==> src/rtl/pf_lanectrl_pause_seq.sv <==
// rtl/pf_lanectrl_pause_seq.sv - sequencer that brackets one delay-code load inside an HS_IO_CLK_PAUSE window
// Optional: define PF_LANECTRL_PAUSE_GAP_EN to hold off new requests for GAP_CYCLES after each ACK.
module pf_lanectrl_pause_seq #(
  parameter int PRE_CYCLES  = 2,
  parameter int HOLD_CYCLES = 4,
  parameter int POST_CYCLES = 2,
  parameter int GAP_CYCLES  = 3,
  parameter int CNT_W       = 4,
  parameter int CODE_W      = 8,
  parameter logic [CODE_W-1:0] INIT_CODE = '0
) (
  input  logic              CLK,
  input  logic              RESET,
  input  logic              REQ,
  input  logic [CODE_W-1:0] DELAY_CODE_IN,
  output logic              HS_IO_CLK_PAUSE,
  output logic              DELAY_LOAD,
  output logic [CODE_W-1:0] DELAY_CODE_OUT,
  output logic              BUSY,
  output logic              ACK,
  output logic              REQ_DROP
);

  typedef enum logic [2:0] {
    S_IDLE, S_PRE, S_LOAD, S_HOLD, S_POST, S_DONE, S_GAP
  } state_t;

  localparam logic [CNT_W-1:0] PRE_LD  = CNT_W'(PRE_CYCLES  > 0 ? PRE_CYCLES  - 1 : 0);
  localparam logic [CNT_W-1:0] HOLD_LD = CNT_W'(HOLD_CYCLES > 0 ? HOLD_CYCLES - 1 : 0);
  localparam logic [CNT_W-1:0] POST_LD = CNT_W'(POST_CYCLES > 0 ? POST_CYCLES - 1 : 0);
  localparam logic [CNT_W-1:0] GAP_LD  = CNT_W'(GAP_CYCLES  > 0 ? GAP_CYCLES  - 1 : 0);

  state_t            state;
  logic [CNT_W-1:0]  cnt;
  logic [CODE_W-1:0] code_q;

  // Outputs are set on the edge that enters each state, so they line up with the state itself.
  always_ff @(posedge CLK) begin
    if (RESET) begin
      state           <= S_IDLE;
      cnt             <= '0;
      code_q          <= INIT_CODE;
      HS_IO_CLK_PAUSE <= 1'b0;
      DELAY_LOAD      <= 1'b0;
      DELAY_CODE_OUT  <= INIT_CODE;
      BUSY            <= 1'b0;
      ACK             <= 1'b0;
      REQ_DROP        <= 1'b0;
    end else begin
      DELAY_LOAD <= 1'b0;
      ACK        <= 1'b0;
      REQ_DROP   <= REQ && (state != S_IDLE);
      case (state)
        S_IDLE: begin
          if (REQ) begin
            code_q          <= DELAY_CODE_IN;
            HS_IO_CLK_PAUSE <= 1'b1;
            BUSY            <= 1'b1;
            if (PRE_CYCLES == 0) begin
              state          <= S_LOAD;
              cnt            <= '0;
              DELAY_LOAD     <= 1'b1;
              DELAY_CODE_OUT <= DELAY_CODE_IN;
            end else begin
              state <= S_PRE;
              cnt   <= PRE_LD;
            end
          end
        end
        S_PRE: begin
          if (cnt == '0) begin
            state          <= S_LOAD;
            cnt            <= '0;
            DELAY_LOAD     <= 1'b1;
            DELAY_CODE_OUT <= code_q;
          end else begin
            cnt <= cnt - 1'b1;
          end
        end
        S_LOAD: begin
          state <= S_HOLD;
          cnt   <= HOLD_LD;
        end
        S_HOLD: begin
          if (cnt == '0) begin
            HS_IO_CLK_PAUSE <= 1'b0;
            if (POST_CYCLES == 0) begin
              state <= S_DONE;
              cnt   <= '0;
              ACK   <= 1'b1;
            end else begin
              state <= S_POST;
              cnt   <= POST_LD;
            end
          end else begin
            cnt <= cnt - 1'b1;
          end
        end
        S_POST: begin
          if (cnt == '0) begin
            state <= S_DONE;
            cnt   <= '0;
            ACK   <= 1'b1;
          end else begin
            cnt <= cnt - 1'b1;
          end
        end
        S_DONE: begin
`ifdef PF_LANECTRL_PAUSE_GAP_EN
          state <= S_GAP;
          cnt   <= GAP_LD;
`else
          state <= S_IDLE;
          cnt   <= '0;
          BUSY  <= 1'b0;
`endif
        end
        S_GAP: begin
          if (cnt == '0) begin
            state <= S_IDLE;
            BUSY  <= 1'b0;
          end else begin
            cnt <= cnt - 1'b1;
          end
        end
        default: begin
          state           <= S_IDLE;
          cnt             <= '0;
          HS_IO_CLK_PAUSE <= 1'b0;
          BUSY            <= 1'b0;
        end
      endcase
    end
  end

endmodule

==> config.mk <==
export PLATFORM = sky130hd
export DESIGN_NAME = pf_lanectrl_pause_seq
export DESIGN_NICKNAME = d
export VERILOG_FILES = /design/src/rtl/pf_lanectrl_pause_seq.sv
export SDC_FILE = /design/constraint.sdc
export NUM_CORES = 1
export LEC_CHECK = 0
export CELL_PAD_IN_SITES_DETAIL_PLACEMENT = 0
export CELL_PAD_IN_SITES_GLOBAL_PLACEMENT = 1
export CORE_ASPECT_RATIO = 1.2
export CORE_MARGIN = 2
export CORE_UTILIZATION = 42
export CTS_BUF_LIST = sky130_fd_sc_hd__clkbuf_8
export DETAILED_ROUTE_END_ITERATION = 8
export MAX_ROUTING_LAYER = met4
export PLACE_DENSITY_LB_ADDON = 0.1
export SETUP_SLACK_MARGIN = 0.05
export SYNTH_ARGS = -nofsm -noshare
export SYNTH_HDL_FRONTEND = slang
export SYNTH_SLANG_ARGS = --single-unit
==> constraint.sdc <==
create_clock -name CLK -period 3.04 [get_ports CLK]
set_input_delay 0.304 -clock CLK [delete_from_list [all_inputs] [get_ports CLK]]
set_output_delay 0.304 -clock CLK [all_outputs]
set_load 0.02 [all_outputs]
-- Word level (Yosys, flattened, before mapping)
Cells that the tools add are included.
- latch bits: 0
- logic and storage cells: 57
- input port bits: 11
- output and inout bits: 13
- RAM bits: 0
- memories kept: 0
- ROM bits: 0
- bits in registers: 28
- bitwise gates (word level): 4
- eq/ne operators: 12
- $add $sub $neg: 1
- reduce and logical (&&, ||, !) cells: 15
- shifts and indexed selects: 0
- multiply operators: 0
- order comparisons: 0
- divide/modulo/power cells: 0
- muxes and demuxes: 16
- operators with widths (operator ; count):
    case mux 4 bit (5 select lines) ; 1
    case mux 3 bit (6 select lines) ; 1
    2-to-1 mux 4 bit ; 4
    2-to-1 mux 3 bit ; 5
    inequality test 2 bit, second input constant ; 6
    equality test 3 bit, second input constant ; 3
    equality test 3 x 2 -> 1 bit, second input constant ; 2
    case mux 1 bit (3 select lines) ; 2
    AND reduction 2 bit ; 3
    AND reduction 3 bit ; 2
    OR reduction 2 bit ; 3
    AND reduction 5 bit ; 1
    OR reduction 5 bit ; 1
    logical NOT 4 bit ; 1
    NOT 1 bit ; 4
    OR reduction 4 bit ; 1
    subtractor 4 x 1 -> 4 bit, second input constant ; 1
    equality test 3 x 1 -> 1 bit, second input constant ; 1
    logical NOT 3 bit ; 1
    2-to-1 mux 1 bit ; 3
    nonzero test 3 bit ; 1
    logical AND 1 bit ; 1

-- Logic depth before layout (Yosys ltp)
- word-level depth: 4
- mapped depth: 8
- mapped depth without buffers: 6

-- Least setup slack after synthesis
No wires, ideal clock.
- path type: flip-flop to flip-flop
- from: reg cnt[0]
- to: reg DELAY_CODE_OUT[1]
- cell stages (with the launch flop): 9
- library setup time: 128 ps
- clock period less this slack: 1991 ps
- setup slack: 1049 ps
- required time: 2912 ps
- buffers on the path: 2
- arrival time: 1863 ps
- path through: dfxtp_1 -> inv_1 -> ha_1 -> or3b_1 -> buf_2 -> or4b_4 -> buf_6 -> mux2i_1 -> nor2_1
- longest elaborated chain between the ends: 2
- RTL lines (element ; line ; text):
    from (decl) ; 34 ; logic [CNT_W-1:0] cnt;
    from (signal assigned) ; 77 ; cnt <= cnt - 1'b1;
    from (signal assigned) ; 96 ; cnt <= cnt - 1'b1;
    from (signal assigned) ; 105 ; cnt <= cnt - 1'b1;
    logical NOT 4 bit ; 71 ; if (cnt == '0) begin
    AND reduction 2 bit (no source line) ; n/a ;
    to (signal assigned) ; 75 ; DELAY_CODE_OUT <= code_q;
    to (decl) ; 18 ; output logic [CODE_W-1:0] DELAY_CODE_OUT,
No other way between the ends.
A chain may end at the register's enable or synchronous reset.

-- Worst setup path after layout
- from: reg cnt[0]
- to: reg DELAY_CODE_OUT[6]
The elaborated chain is that of the path after synthesis.

==> results.yml <==
clock_tree:
  post_cts_buffers: 0
  cts.path.max_buffers: 2
  cts_max_level: 1
  postCtsHoldBufs: 0
  root_buffer: "clkbuf_8"
  cts_resized: 0
  clock_sinks: 28
  cts_made_buffers: 3
  clock_latency_ns: 0.27
  clk_pin_slew_ns: 0.09
  cts_tree: "done"
grt:
  grt-ovfl-total: 0
  grt_max_degree: 24
  grtUsageTotal_pct: 17.8
  antenna_found_initial: 0
  grt_pass1_vias: 1002
  grt_pass1_wl_um: 4450
cells_and_area:
  antenna_cells: 0
  final_layout_size_suffix_gt1_share_pct: 7.10
  area_growth_pct: 23.5
  final_area_um2: 1500
  layout.nets: 168
  layout_commonest_cell: "dfxtp_1"
  mostFrequentLayoutCells: "28 x dfxtp_1, 23 x clkdlybuf4s50_1, 18 x a21oi_1, 18 x nand2_1, 17 x nor2_1"
critical_path:
  crit_required_ns: 3.19
  cpMaxStageDelayCell: "or4b_4"
  crit_chain: "inv_1, ha_1, or3b_1, or4b_4, mux2i_1, nor2_1"
  r2r_start: "cnt[0]"
  cp_max_fo: 10
  reg2reg_depth: 6
  worstReg2RegEnd: "DELAY_CODE_OUT[6]"
  startpoint_type: "flop"
  crit_arrival_ns: 2.30
  worst_setup_path_end_kind: "flop"
  slowest_delay_ns: 0.64
  reg2reg_slack_ns: 0.89
  endpoint: "DELAY_CODE_OUT[6]"
  crit_type: "reg2reg"
  worstSetupStartpoint: "cnt[0]"
timing:
  final.period_utilization_pct: 70.6
  worst_slew_pin_slew_ns: 0.752
  skew_ns: 0.00154
  rsz0062_at_grt: "no"
  finalHoldViolations: 0
  period_minus_slack_ns: 2.15
  maxSlewViolCount: 0
  max_freq_mhz: 466
  finalSetupViolCount: 0
  final.setup.worst_slack_ns: 0.893
  hold_slack_ns: 0.462
  fin_tns_setup_ns: 0
  slew_headroom_pct: 49.7
route:
  drc_errors: 0
  first_pass_iters: 4
  dr.first_iter.drc_count: 20
  num_vias: 1019
  wl_per_cell_um: 13.6
  antenna_left: 0
  routed_wl_um: 2580
  via_per_inst: 5.39
job:
  max_cap_violations: 0
floorplan:
  core-area_um2: 2790
  initial_core_util_pct: 43.7
  die_w_um: 53.1
  die-height_um: 62.9
  pin_count: 24
  die-area_um2: 3340
  num_rows: 21
pwr:
  p_per_area_nw_per_um2: 776
  clockPowerShare_pct: 19.6
  switching_share_pct: 35.8
  p_switching_mw: 0.418
  intPower_mw: 0.748
  ir_worst_vdd_mv: 0.421
  leakage_nw: 0.584
  seq_power_share_pct: 44.0
  combPwrFrac_pct: 36.4
hold_path:
  hold_class: "reg2reg"
placement:
  dp_slack_ns: 0.916
  dpl_cell_area_um2: 1450
  port_buffers: 23
  gp_congestion: 0.736
  hpwl_um: 1770
synth:
  syn_area_um2: 1220
  ys_seq_area_share_pct: 46.1
  synth-edff-count: 0
  synth.avg_cell_area_um2: 8.81
  ys_ff_latch: 28
  async_reset_ff_share_pct: 0
  yosys_warnings: 0
  synthCells: 138
  ys.flop_type: "dfxtp_1"
  syn_nets: 150
  ys_types: 35
outcome:
  status: "completed"
metrics by stage:
stage	util (%)	std cells	total power, mW
floorplan	-	138	0.842
global placement	51.9	185	0.934
detailed placement	51.9	185	0.948
CTS	53.9	189	1.18
global route	53.9	189	1.26
finish	53.9	189	1.17
cells in the mapped netlist (2+ instances only):
| cell | instances | share of area [%] |
|---|---|---|
| o21bai_1 | 2 | 1.2 |
| clkbuf_1 | 8 | 2.5 |
| o21a_1 | 2 | 1.2 |
| dfxtp_1 | 28 | 46 |
| inv_1 | 2 | 0.62 |
| nor4_1 | 2 | 1.0 |
| a21oi_1 | 18 | 7.4 |
| nor2_1 | 17 | 5.2 |
| mux2i_1 | 8 | 6.6 |
| a211oi_1 | 3 | 1.9 |
| nor3b_1 | 4 | 2.5 |
| nor3_1 | 2 | 0.82 |
| a2bb2oi_1 | 2 | 1.4 |
| o21ai_0 | 2 | 0.82 |
| nand2_1 | 18 | 5.6 |
layer usage:
layer	wire (µm)	track usage, %	up-vias
met4	13	4.81	0
met2	1350	30.5	17
met3	60	2.87	2
met1	1150	21.0	483
li1	-	-	517
met5	0	-	-
critical path, delay by kind of cell, from the launching register on:
| kind | cells | cell delay [ns] |
|---|---|---|
| buffers and inverters | 1 | 0.09 |
| DFF | 1 | 0.35 |
| adders and majority gates | 1 | 0.24 |
| and+or+nand+nor | 3 | 1.16 |
| muxes | 1 | 0.19 |
power by group through the flow:
stage | combinational [mW] | sequential [mW] | clock (mW)
after global routing | 0.478 | 0.526 | 0.254
after CTS | 0.429 | 0.512 | 0.237
final | 0.424 | 0.513 | 0.228
after detailed placement | 0.427 | 0.520 | 0
after floorplan | 0.345 | 0.497 | 0
after global placement | 0.416 | 0.517 | 0
flip-flops by register name, summed over array words and instances (netlist names):
register	count
ACK	1
DELAY_LOAD	1
code_q	8
DELAY_CODE_OUT	8
REQ_DROP	1
HS_IO_CLK_PAUSE	1
cnt	4
state	3
BUSY	1
how the worst min path moves through the flow:
stage	from	endpoint	slack, ns	cells after the start
floorplan	code_q[0]	code_q[0]	0.44	2
global placement	code_q[7]	code_q[7]	0.44	2
detailed placement	code_q[7]	code_q[7]	0.45	2
CTS	code_q[7]	code_q[7]	0.47	2
global route	code_q[0]	code_q[0]	0.49	2
finish	code_q[4]	code_q[4]	0.46	2
layout make-up:
| type | instances | area [µm²] |
|---|---|---|
| fillers | 278 | 1280 |
| multi-input cells | 97 | 598 |
| flip-flops and latches | 28 | 561 |
| repair buffers | 24 | 238 |
| clock buffers | 4 | 55.1 |
| well taps | 34 | 42.5 |
| inverters | 2 | 7.51 |
cell families (layout without fill, tap and decap cells):
kind of cell	after synthesis	count (layout)	synth area share, %
mux	8	8	6.58
compound gates	35	35	18.5
fa+ha+maj	1	1	1.03
flops	28	28	46.1
xor+xnor	1	1	0.720
buf+inv	13	30	4.73
simple gates	52	52	22.3
(Power assumes the default switching activity.)
